`src/rtl/i2c_req_arbiter.sv`:
```
// Round-robin arbiter sharing one I2C master engine among NUM_REQ requesters.
// It latches the winner's command, launches the master and waits for the
// master's done edge. The result goes back to the winner as a one-cycle
// response. A watchdog pulses the master's reset when a transfer hangs.
module i2c_req_arbiter #(
  parameter int NUM_REQ     = 4,
  parameter int NEWD_HOLD   = 24,
  parameter int TIMEOUT_CYC = 65535,
  parameter int ABORT_CYC   = 32
) (
  input  logic                   clk,
  input  logic                   rst_n,
  input  logic [NUM_REQ-1:0]     req,
  input  logic [NUM_REQ-1:0]     req_wr,
  input  logic [7*NUM_REQ-1:0]   req_addr,
  input  logic [8*NUM_REQ-1:0]   req_wdata,
  output logic [NUM_REQ-1:0]     gnt,
  output logic [NUM_REQ-1:0]     rsp_valid,
  output logic                   rsp_err,
  output logic [7:0]             rsp_rdata,
  output logic                   busy,
  output logic                   m_newd,
  output logic                   m_wr,
  output logic [6:0]             m_addr,
  output logic [7:0]             m_wdata,
  input  logic [7:0]             m_rdata,
  input  logic                   m_done,
  output logic                   m_abort
);

  localparam int PW     = (NUM_REQ > 1) ? $clog2(NUM_REQ) : 1;
  localparam int CMAX_A = (TIMEOUT_CYC > ABORT_CYC) ? TIMEOUT_CYC : ABORT_CYC;
  localparam int CMAX   = (CMAX_A > NEWD_HOLD) ? CMAX_A : NEWD_HOLD;
  localparam int CW     = $clog2(CMAX + 1);

  localparam logic [CW-1:0] HOLD_LAST  = CW'(NEWD_HOLD - 1);
  localparam logic [CW-1:0] TO_LAST    = CW'(TIMEOUT_CYC - 1);
  localparam logic [CW-1:0] ABORT_LAST = CW'(ABORT_CYC - 1);

  typedef enum logic [2:0] {
    S_IDLE  = 3'd0,
    S_ISSUE = 3'd1,
    S_WAIT  = 3'd2,
    S_RESP  = 3'd3,
    S_ABORT = 3'd4
  } state_t;

  state_t          state;
  logic [PW-1:0]   rr_ptr;
  // One counter serves both phases: it runs from ISSUE entry through WAIT
  // (newd hold and watchdog share it), then restarts for the abort pulse.
  logic [CW-1:0]   cnt;
  logic            done_q;
  logic            done_cap;
  logic            done_rise;
  logic            pick_vld;
  logic [PW-1:0]   pick_idx;
  logic [PW-1:0]   scan_idx;

  assign done_rise = m_done & ~done_q;
  assign busy      = (state != S_IDLE);

  // Round-robin scan: first active request at or after rr_ptr, wrapping.
  always_comb begin
    pick_vld = 1'b0;
    pick_idx = '0;
    scan_idx = '0;
    for (int k = 0; k < NUM_REQ; k++) begin
      scan_idx = PW'((int'(rr_ptr) + k) % NUM_REQ);
      if (!pick_vld && req[scan_idx]) begin
        pick_vld = 1'b1;
        pick_idx = scan_idx;
      end
    end
  end

  // Transfer sequencer: grant, master launch, done wait, watchdog abort, response.
  always_ff @(posedge clk) begin
    if (!rst_n) begin
      state     <= S_IDLE;
      rr_ptr    <= '0;
      cnt       <= '0;
      done_q    <= 1'b0;
      done_cap  <= 1'b0;
      gnt       <= '0;
      rsp_valid <= '0;
      rsp_err   <= 1'b0;
      rsp_rdata <= '0;
      m_newd    <= 1'b0;
      m_wr      <= 1'b0;
      m_addr    <= '0;
      m_wdata   <= '0;
      m_abort   <= 1'b0;
    end else begin
      done_q    <= m_done;
      rsp_valid <= '0;
      case (state)
        S_IDLE: begin
          if (pick_vld) begin
            gnt      <= NUM_REQ'(1) << pick_idx;
            m_wr     <= req_wr[pick_idx];
            m_addr   <= req_addr[7*int'(pick_idx) +: 7];
            m_wdata  <= req_wdata[8*int'(pick_idx) +: 8];
            rr_ptr   <= PW'((int'(pick_idx) + 1) % NUM_REQ);
            cnt      <= '0;
            done_cap <= 1'b0;
            m_newd   <= 1'b1;
            state    <= S_ISSUE;
          end
        end
        S_ISSUE: begin
          cnt <= cnt + 1'b1;
          // The master may finish while newd is still held; remember it for WAIT.
          if (done_rise) done_cap <= 1'b1;
          if (!(done_rise || done_cap) && cnt == TO_LAST) begin
            m_newd  <= 1'b0;
            m_abort <= 1'b1;
            cnt     <= '0;
            state   <= S_ABORT;
          end else if (cnt == HOLD_LAST) begin
            m_newd <= 1'b0;
            state  <= S_WAIT;
          end
        end
        S_WAIT: begin
          cnt <= cnt + 1'b1;
          if (done_rise || done_cap) begin
            rsp_valid <= gnt;
            rsp_err   <= 1'b0;
            rsp_rdata <= m_wr ? 8'h00 : m_rdata;
            state     <= S_RESP;
          end else if (cnt == TO_LAST) begin
            m_abort <= 1'b1;
            cnt     <= '0;
            state   <= S_ABORT;
          end
        end
        S_ABORT: begin
          cnt <= cnt + 1'b1;
          if (cnt == ABORT_LAST) begin
            m_abort   <= 1'b0;
            rsp_valid <= gnt;
            rsp_err   <= 1'b1;
            rsp_rdata <= 8'h00;
            state     <= S_RESP;
          end
        end
        S_RESP: begin
          gnt       <= '0;
          rsp_err   <= 1'b0;
          rsp_rdata <= 8'h00;
          state     <= S_IDLE;
        end
        default: state <= S_IDLE;
      endcase
    end
  end

endmodule

```
`config.mk`:
```
export PLATFORM = sky130hd
export DESIGN_NAME = i2c_req_arbiter
export DESIGN_NICKNAME = d
export VERILOG_FILES = /design/src/rtl/i2c_req_arbiter.sv
export SDC_FILE = /design/constraint.sdc
export NUM_CORES = 1
export LEC_CHECK = 0
export BUFFER_PORTS_ARGS = -buffer_cell sky130_fd_sc_hd__buf_2
export CORE_ASPECT_RATIO = 0.6
export CORE_UTILIZATION = 30
export DETAILED_ROUTE_END_ITERATION = 10
export HOLD_SLACK_MARGIN = 0.12
export PLACE_DENSITY = 0.62
export SYNTH_ARGS = -nofsm -noshare
export SYNTH_HDL_FRONTEND = slang
export SYNTH_SLANG_ARGS = --single-unit
```
`constraint.sdc`:
```
create_clock -name clk -period 2.03 [get_ports clk]
set_clock_uncertainty 0.05 [all_clocks]
set_input_delay 0.203 -clock clk [delete_from_list [all_inputs] [get_ports clk]]
set_output_delay 0.203 -clock clk [all_outputs]
set_load 0.03 [all_outputs]
```
==> flow_summary.yaml, run 1 <==
pwr:
  powerDensity_nw_per_um2: 914.4
  internal_power_mw: 2.643
  seqPwrFrac: 0.351
  clock_power_share: 0.358
  p_leak_nw: 1.798
  ir_worst_vdd_uv: 429.7
  p_sw_mw: 1.271
  p_sw_frac: 0.3247
  power_mw: 3.914
  combPwrFrac: 0.291
floorplanning:
  coreArea_sq_um: 9950
  dieArea_sq_um: 10750
  initial_core_util: 0.3112
  die_h_microns: 80.70
  fp.dieW_microns: 133.2
  rows: 28
  ios: 115
placement:
  dpl_worst_slack_ps: 138.5
  routabilityCongestion: 0.9082
  port_buffers: 114
  place_hpwl_microns: 6479
worst_hold_path:
  hold_class: "input port to flop"
  min_from: "req_addr[3]"
critical_path:
  rrSetupSlack_ps: 110
  cp_slowest_cell: "o21ai_0"
  max_stage_delay_ps: 540
  crit_type: "input port to flop"
  end_kind: "flop"
  crit_chain: "dlygate4sd3_1, buf_2, nor2b_2, o21ai_0, nor3_1, o21ai_0, nor2_1"
  crit_fanout: 5
  critPathMostFrequentCell: "o21ai_0"
  crit_end: "rsp_valid[3]"
  cp.required_ps: 2170
  crit_arrival_ps: 2090
  r2r_cells: 5
  startpoint_type: "input port"
  worstReg2RegEnd: "m_addr[6]"
  cp-startpoint: "m_done"
  reg2reg_from: "state[2]"
synthesis:
  synth_seq_cells: 58
  yosys.area_share.simple: 0.2453
  synth.mux.area_fraction: 0.1034
  synth_adder_area_share: 0.02788
  netlist_instances: 341
  yosysSeqAreaShare: 0.3749
  yosysWarnings: 0
  synth-compound-area-share: 0.1600
  synth_top_family_by_area: "simple AND/OR/NAND/NOR gates"
  ys.flop_type: "dfxtp_1"
  synth_xor_area_frac: 0.04242
  avgSynthCellArea_sq_um: 9.081
  ys_types: 60
  syn-cell-area_sq_um: 3097
  async_flop_share: 0
  syn-num-nets: 426
  synth_edf_count: 0
clocking:
  cts_setup_buffers: 0
  path_clk_slew_ps: 50
  cts_made_buffers: 9
  clock_path_buffers: 2
  root_buffer: "clkbuf_16"
  clock-sinks: 58
  clk_latency_ps: 330
  htreeDepth: 3
  tritoncts: "done"
status:
  status: "completed"
timing:
  relSlewSlack: 0.5661
  fin_ws_ps: 82.54
  drv_slew: 0
  hold_slack_ps: 134.2
  post-route-period-util: 0.9593
  fin_crit_ps: 1947
  final.setup.tns_ps: 0
  fmaxAchievable_mhz: 513.5
  finalSetupViolCount: 0
  tightest_slew_ps: 644.0
  hold_viol: 0
grt:
  grt_pass1_vias: 2703
  grt_usage: 0.1618
  grt_first_pass_wirelength_microns: 13340
  grt_max_degree: 33
  antenna_found_initial: 0
  overflow: 0
final_layout:
  most-common-layout-cells: "buf_2 (114), dfxtp_1 (56), mux2i_1 (32)"
  fin_nets: 556
  layout_commonest_cell: "buf_2"
  n_antenna_cell: 0
  synthToLayoutAreaGrowth_pct: 38.22
  drive_above_1_share: 0.3739
drt:
  drc: 0
  vias_per_cell: 4.867
  dr.pass1.iters: 5
  num_vias: 2974
  drtIter0Drc: 168
  antenna_left: 0
  avgRoutedWirePerCell_microns: 13.97
  wl_microns: 8534
flow_run:
  cap_violations: 0
-- registers in the layout, summed over array words and instances, names as in the netlist, 2 cells and up --
signal	count
state	3
m_wdata	8
m_addr	7
rsp_valid	4
gnt	4
cnt	16
rr_ptr	2
rsp_rdata	8
-- cell usage after synthesis (all sizes together), types with 2 or more instances --
cell type,number,area (sq um)
o211a,2,20.02
a21o,2,15.01
nor2,40,187.7
nor4,5,52.55
nor2b,9,56.30
nand2,26,107.6
xnor2,14,122.6
nor4b,2,17.52
nor3b,4,30.03
o21ai,15,75.07
and2,2,12.51
clkbuf,5,18.77
buf,11,75.07
a22oi,4,30.03
nor3,12,71.32
nand4,4,31.28
dfxtp,58,1161
mux2i,32,320.3
inv,13,48.80
nand3,23,125.1
and3,2,12.51
ha,6,75.07
and4,2,17.52
nand2b,2,12.51
a21oi,2,10.01
a21boi,10,75.07
o221ai,16,140.1
-- critical path, delay by kind of cell --
kind,cells,cell delay (ps)
AND/OR/NAND/NOR,3,350
AO/OA/AOI/OAI,2,870
buffers and inverters,2,660
-- layout make-up --
type / count / area [sq um]
Tap cell: 135 / 168.9
Inverter: 13 / 48.80
Clock inverter: 2 / 10.01
Multi-Input combinational cell: 254 / 1839
Fill cell: 981 / 5669
Sequential cell: 58 / 1164
Clock buffer: 14 / 274.0
Timing Repair Buffer: 135 / 775.7
-- routing by layer --
layer  wire length (microns)  track usage
met1                    4273       0.2298
met2                    3566       0.2162
met3                     588      0.06250
met4                     106      0.05795
met5                       0            0
-- worst min-delay path by stage --
stage | end | slack (ps) | cells after the start
2_1_floorplan | done_q | 270 | 1
3_3_place_gp | done_q | 380 | 2
3_5_place_dp | done_q | 370 | 2
4_1_cts | m_addr[3] | 120 | 3
5_1_grt | m_wdata[7] | 130 | 3
6_report | m_addr[3] | 130 | 3
-- power groups by stage --
stage / clock, mW / combinational (mW) / sequential [mW]
global placement: 0 / 1.11 / 1.39
CTS: 1.44 / 1.14 / 1.37
floorplan: 0 / 0.596 / 1.56
global route: 1.50 / 1.23 / 1.39
detailed placement: 0 / 1.12 / 1.39
finish: 1.40 / 1.14 / 1.37
-- stage by stage --
step / instances / utilization / cell area (sq um)
global route: 611 / 0.4302 / 4280
CTS: 611 / 0.4271 / 4249
detailed placement: 586 / 0.3895 / 3875
finish: 611 / 0.4302 / 4280
floorplan: 341 / - / 3097
global placement: 586 / 0.3895 / 3875
-- timing repair --
| item | 4_1_cts | 5_1_grt |
|---|---|---|
| endpoints found under the setup margin | 0 | 17 |
| hold buffers | 9 | 0 |
| hold endpoints to repair | 9 | 0 |
| gates resized for setup | 0 | 9 |
-- kinds of logic after synthesis --
logic type	Yosys count
adders and majority gates	7
xor gates and xnor gates	15
muxes	32
and+or+nand+nor	136
DFF	58
AOI/OAI and AO/OA	64
buffers and inverters	29
Power figures use the tool's default switching activity.
==> run 2: changes to the inputs <==
- ABC_AREA: not set -> 1
- PLACE_DENSITY: 0.62 -> 0.61
==> flow_summary.yaml, run 2 <==
grt:
  antenna_found_initial: 0
  use_met2: 0.2430
  overflow: 0
  use_met3: 0.04375
  grt_use_met1: 0.2828
  grt_pass1_vias: 3757
  grt_first_pass_wirelength_microns: 18810
  grt_max_degree: 33
  grt_usage: 0.1829
  gr-max-usage-layer: "met1"
synthesis:
  synth_edf_count: 0
  ys.flop_type: "dfxtp_1"
  synth_top_area_cell: "dfxtp_1"
  ys_types: 37
  netlist_instances: 556
  yosysSeqAreaShare: 0.3138
  avgSynthCellArea_sq_um: 6.654
  syn-num-nets: 641
  async_flop_share: 0
  synth_most_common_cell: "nand2_1"
  syn-cell-area_sq_um: 3700
  synth_top_area_share: 0.3138
  yosysWarnings: 0
  synthTopCellsByCount: "nand2_1 (150), nand3_1 (105), dfxtp_1 (58)"
  synth_seq_cells: 58
  synth_area_leaders: "dfxtp_1 (31%), nand2_1 (15%), nand3_1 (14%)"
floorplanning:
  dieArea_sq_um: 12800
  rows: 30
  coreArea_sq_um: 11640
  die_h_microns: 88.02
  fp.dieW_microns: 145.4
  initial_core_util: 0.3180
  ios: 115
critical_path:
  cp_slowest_cell: "dfxtp_2"
  crit_arrival_ps: 2090
  startpoint_type: "flop"
  end_kind: "flop"
  crit_type: "flop to flop"
  crit_fanout: 22
  cp.required_ps: 2220
  max_stage_delay_ps: 340
  critPathMostFrequentCell: "nand2_1"
  crit_chain: "buf_4, nand2_1, nand3_1, nand2_1, inv_2, nand3_4, nand2_2, nor2_1, buf_12, inv_1, o22ai_1"
pwr:
  p_leak_nw: 2.403
  ir_worst_vdd_uv: 850.8
  powerDensity_nw_per_um2: 1518
  power_mw: 7.548
clocking:
  cts_setup_buffers: 0
  cts_made_buffers: 9
  path_clk_slew_ps: 50
  root_buffer: "clkbuf_16"
  clk_latency_ps: 320
  clock_path_buffers: 2
  tritoncts: "done"
  htreeDepth: 3
  clock-sinks: 58
flow_run:
  cap_violations: 0
drt:
  vias_per_cell: 4.905
  wl_microns: 11660
  antenna_left: 0
  dr.pass1.iters: 5
  drtIter0Drc: 301
  avgRoutedWirePerCell_microns: 13.66
  num_vias: 4189
  drc: 0
timing:
  fmaxAchievable_mhz: 525.1
  relSlewSlack: 0.6906
  finalSetupViolCount: 0
  fin_crit_ps: 1905
  hold_viol: 0
  hold_slack_ps: 129.1
  post-route-period-util: 0.9382
  drv_slew: 0
  tightest_slew_ps: 462.4
final_layout:
  layout_commonest_cell: "nand2_1"
  fillers: 1227
  reg.largest.list: "cnt x16, m_wdata x8, rsp_rdata x8"
  drive_above_1_share: 0.3084
  most-common-layout-cells: "nand2_1 (147), buf_2 (114), nand3_1 (102)"
  largest_register_ff_count: 16
  synthToLayoutAreaGrowth_pct: 34.43
  fin_nets: 774
  finalInstanceArea_sq_um: 4974
  fin_util: 0.4274
  n_antenna_cell: 0
  top_register: "cnt"
placement:
  routabilityCongestion: 0.9130
  place_hpwl_microns: 8988
  port_buffers: 114
  dpl_cell_area_sq_um: 4528
status:
  status: "completed"
worst_hold_path:
  hold_class: "input port to flop"
## run 2: cell type report
class / count / area (sq um) / area share
Tap cell: 160 / 200.2 / 0.04025
Clock buffer: 11 / 232.7 / 0.04679
Clock inverter: 5 / 102.6 / 0.02063
Multi-Input combinational cell: 422 / 2216 / 0.4455
Inverter: 52 / 202.7 / 0.04075
Sequential cell: 58 / 1166 / 0.2345
Timing Repair Buffer: 146 / 853.3 / 0.1716
## run 2: stage by stage
stage                     std cells  worst slack (ps)  setup TNS, ps
after floorplan                 556             128.1              0
after global placement          834             131.3              0
after detailed placement        834             95.61              0
after CTS                       854             69.01              0
after global routing            854            -19.27         -51.54
final                           854             125.5              0
## run 2: critical path, delay by kind of cell, from the launching register on
family / cells / cell delay [ps]
AOI/OAI and AO/OA: 1 / 120
buffers and inverters: 4 / 540
DFF: 1 / 340
and+or+nand+nor: 6 / 750
## run 2: cell families (layout without fill, tap and decap cells)
group,Yosys count,after routing,synth area share
buf+inv,76,214,0.1015
xor+xnor,5,5,0.01184
simple gates,359,359,0.4745
flops,58,58,0.3138
compound gates,52,52,0.07812
fa+ha+maj,6,6,0.02029
## run 2: layer usage
metal  vias up  wire length, microns
met4         0                   121
met1      1901                  6157
met3        13                   788
met2       151                  4596
li1       2124                     -
met5         -                     0
## run 2: final timing paths
check / from / end / slack, ps / depth (start not counted)
worst max register to register: rr_ptr[0] / rr_ptr[0] / 130 / 11
worst min-delay path: m_rdata[5] / rsp_rdata[5] / 130 / 3
worst min register to register: m_wdata[2] / m_wdata[2] / 400 / 2
worst max-delay path: rr_ptr[0] / rr_ptr[0] / 130 / 11
## run 2: repair_timing
item                                    4_1_cts  5_1_grt
endpoints found under the setup margin        0       41
hold endpoints to repair                      5        0
hold buffers                                  4        0
resized for setup                             0       22
## run 2: report_power, final
group | internal, mW | switching (mW)
clock | 1.20 | 0.536
combinational | 1.44 | 2.85
sequential | 1.38 | 0.147
total | 4.01 | 3.53
==> run 3: changes to the inputs <==
- clock period: 2.03 -> 2.4 ns (I/O delays scaled with it)
==> flow_summary.yaml, run 3 (synthesized netlist as in run 2, its figures left out) <==
status:
  status: "completed"
pwr:
  p_leak_nw: 2.271
  clock_power_share: 0.219
  seqPwrFrac: 0.218
  combPwrFrac: 0.563
  ir_worst_vdd_uv: 528.0
  p_sw_frac: 0.4853
  internal_power_mw: 3.084
  power_mw: 5.992
  p_sw_mw: 2.908
  powerDensity_nw_per_um2: 1276
final_layout:
  fin_util: 0.4034
  layout_commonest_cell: "nand2_1"
  fin_nets: 752
  most-common-layout-cells: "nand2_1 (150), buf_2 (114), nand3_1 (105)"
  drive_above_1_share: 0.2697
  final_cells: 831
  largest_register_ff_count: 16
  synthToLayoutAreaGrowth_pct: 26.89
  finalInstanceArea_sq_um: 4695
  n_antenna_cell: 0
  top_register: "cnt"
  reg.largest.list: "cnt x16, m_wdata x8, rsp_rdata x8"
floorplanning:
  rows: 30
  ios: 115
  initial_core_util: 0.3180
  dieArea_sq_um: 12800
  coreArea_sq_um: 11640
  die_h_microns: 88.02
  fp.dieW_microns: 145.4
clocking:
  path_clk_slew_ps: 50
  root_buffer: "clkbuf_16"
  clock_path_buffers: 2
  tritoncts: "done"
  htreeDepth: 3
  cts_made_buffers: 9
  cts_setup_buffers: 0
  clk_latency_ps: 330
  clock-sinks: 58
drt:
  drtIter0Drc: 402
  vias_per_cell: 5.073
  avgRoutedWirePerCell_microns: 13.72
  drc: 0
  wl_microns: 11400
  dr.pass1.iters: 5
  antenna_left: 0
  num_vias: 4216
worst_hold_path:
  hold_class: "input port to flop"
  whs_path_depth: 3
  hold_end: "rsp_rdata[1]"
  min_from: "m_rdata[1]"
grt:
  grt_max_degree: 35
  grt_pass1_vias: 3732
  grt_first_pass_wirelength_microns: 18420
  antenna_found_initial: 0
  grt_use_met1: 0.2706
  grt_usage: 0.1813
  use_met2: 0.2456
  gr-max-usage-layer: "met1"
  overflow: 0
  use_met3: 0.05208
placement:
  place_hpwl_microns: 8725
  dpl_worst_slack_ps: 109.5
  routabilityCongestion: 0.8698
  port_buffers: 114
  dpl_cell_area_sq_um: 4373
  placed_cells: 815
critical_path:
  crit_type: "flop to flop"
  max_stage_delay_ps: 410
  crit_arrival_ps: 2370
  worstReg2RegEnd: "cnt[8]"
  crit_fanout: 7
  r2r_cells: 9
  crit_chain: "nand2_1, inv_1, nand3_1, nor2_1, nand2_1, o21ai_1, nand3_1, o21ai_2, nor2_1"
  rrSetupSlack_ps: 190
  cp_slowest_cell: "dfxtp_1"
  cp.required_ps: 2560
  reg2reg_from: "cnt[4]"
  end_kind: "flop"
  startpoint_type: "flop"
timing:
  finalSetupViolCount: 0
  relSlewSlack: 0.6515
  tightest_slew_ps: 520.8
  post-route-period-util: 0.9221
  fin_crit_ps: 2213
  fin_ws_ps: 187.1
  hold_slack_ps: 153.4
  rsz0062_at_grt: "false"
  hold_viol: 0
  final.setup.tns_ps: 0
  fmaxAchievable_mhz: 451.9
  drv_slew: 0
flow_run:
  cap_violations: 0
==> run 3: critical path, delay by kind of cell (launching register included) <==
family,cells,cell delay [ps]
AND/OR/NAND/NOR,6,840
AO/OA/AOI/OAI,2,650
flip-flops,1,410
buffers and inverters,1,130
==> run 3: final cells by class <==
cell class                      instances  area, sq um
Fill cell                            1245         6942
Sequential cell                        58         1162
Inverter                               52        197.7
Clock buffer                           13        270.3
Multi-Input combinational cell        422         2168
Clock inverter                          2        35.03
Timing Repair Buffer                  124        660.6
Tap cell                              160        200.2
==> run 3: worst max path at each step <==
stage | from | to | slack [ps] | cells after the start
2_1_floorplan | rr_ptr[0] | rr_ptr[1] | 500 | 12
3_3_place_gp | rr_ptr[0] | m_addr[0] | 230 | 12
3_5_place_dp | rr_ptr[0] | m_wdata[7] | 110 | 12
4_1_cts | rr_ptr[0] | m_wdata[7] | 80 | 12
5_1_grt | cnt[4] | cnt[8] | 30 | 9
6_report | cnt[4] | cnt[8] | 190 | 9
==> run 3: timing repair <==
action | 4_1_cts | 5_1_grt
hold buffers | 1 | 0
resized for setup | 0 | 2
hold endpoints to repair | 1 | 0
setup endpoints to repair | 0 | 20
==> run 3: layer usage <==
metal	wire length, microns	up-vias
met4	97	0
met3	1039	9
li1	-	2070
met1	5724	1933
met2	4536	204
met5	0	-
==> run 3: power groups by stage <==
stage / Clock (mW) / Sequential [mW] / Combinational (mW)
2_1_floorplan: 0 / 1.55 / 2.46
3_3_place_gp: 0 / 1.31 / 3.28
3_5_place_dp: 0 / 1.31 / 3.35
4_1_cts: 1.33 / 1.30 / 3.38
5_1_grt: 1.38 / 1.33 / 3.77
6_report: 1.31 / 1.30 / 3.38
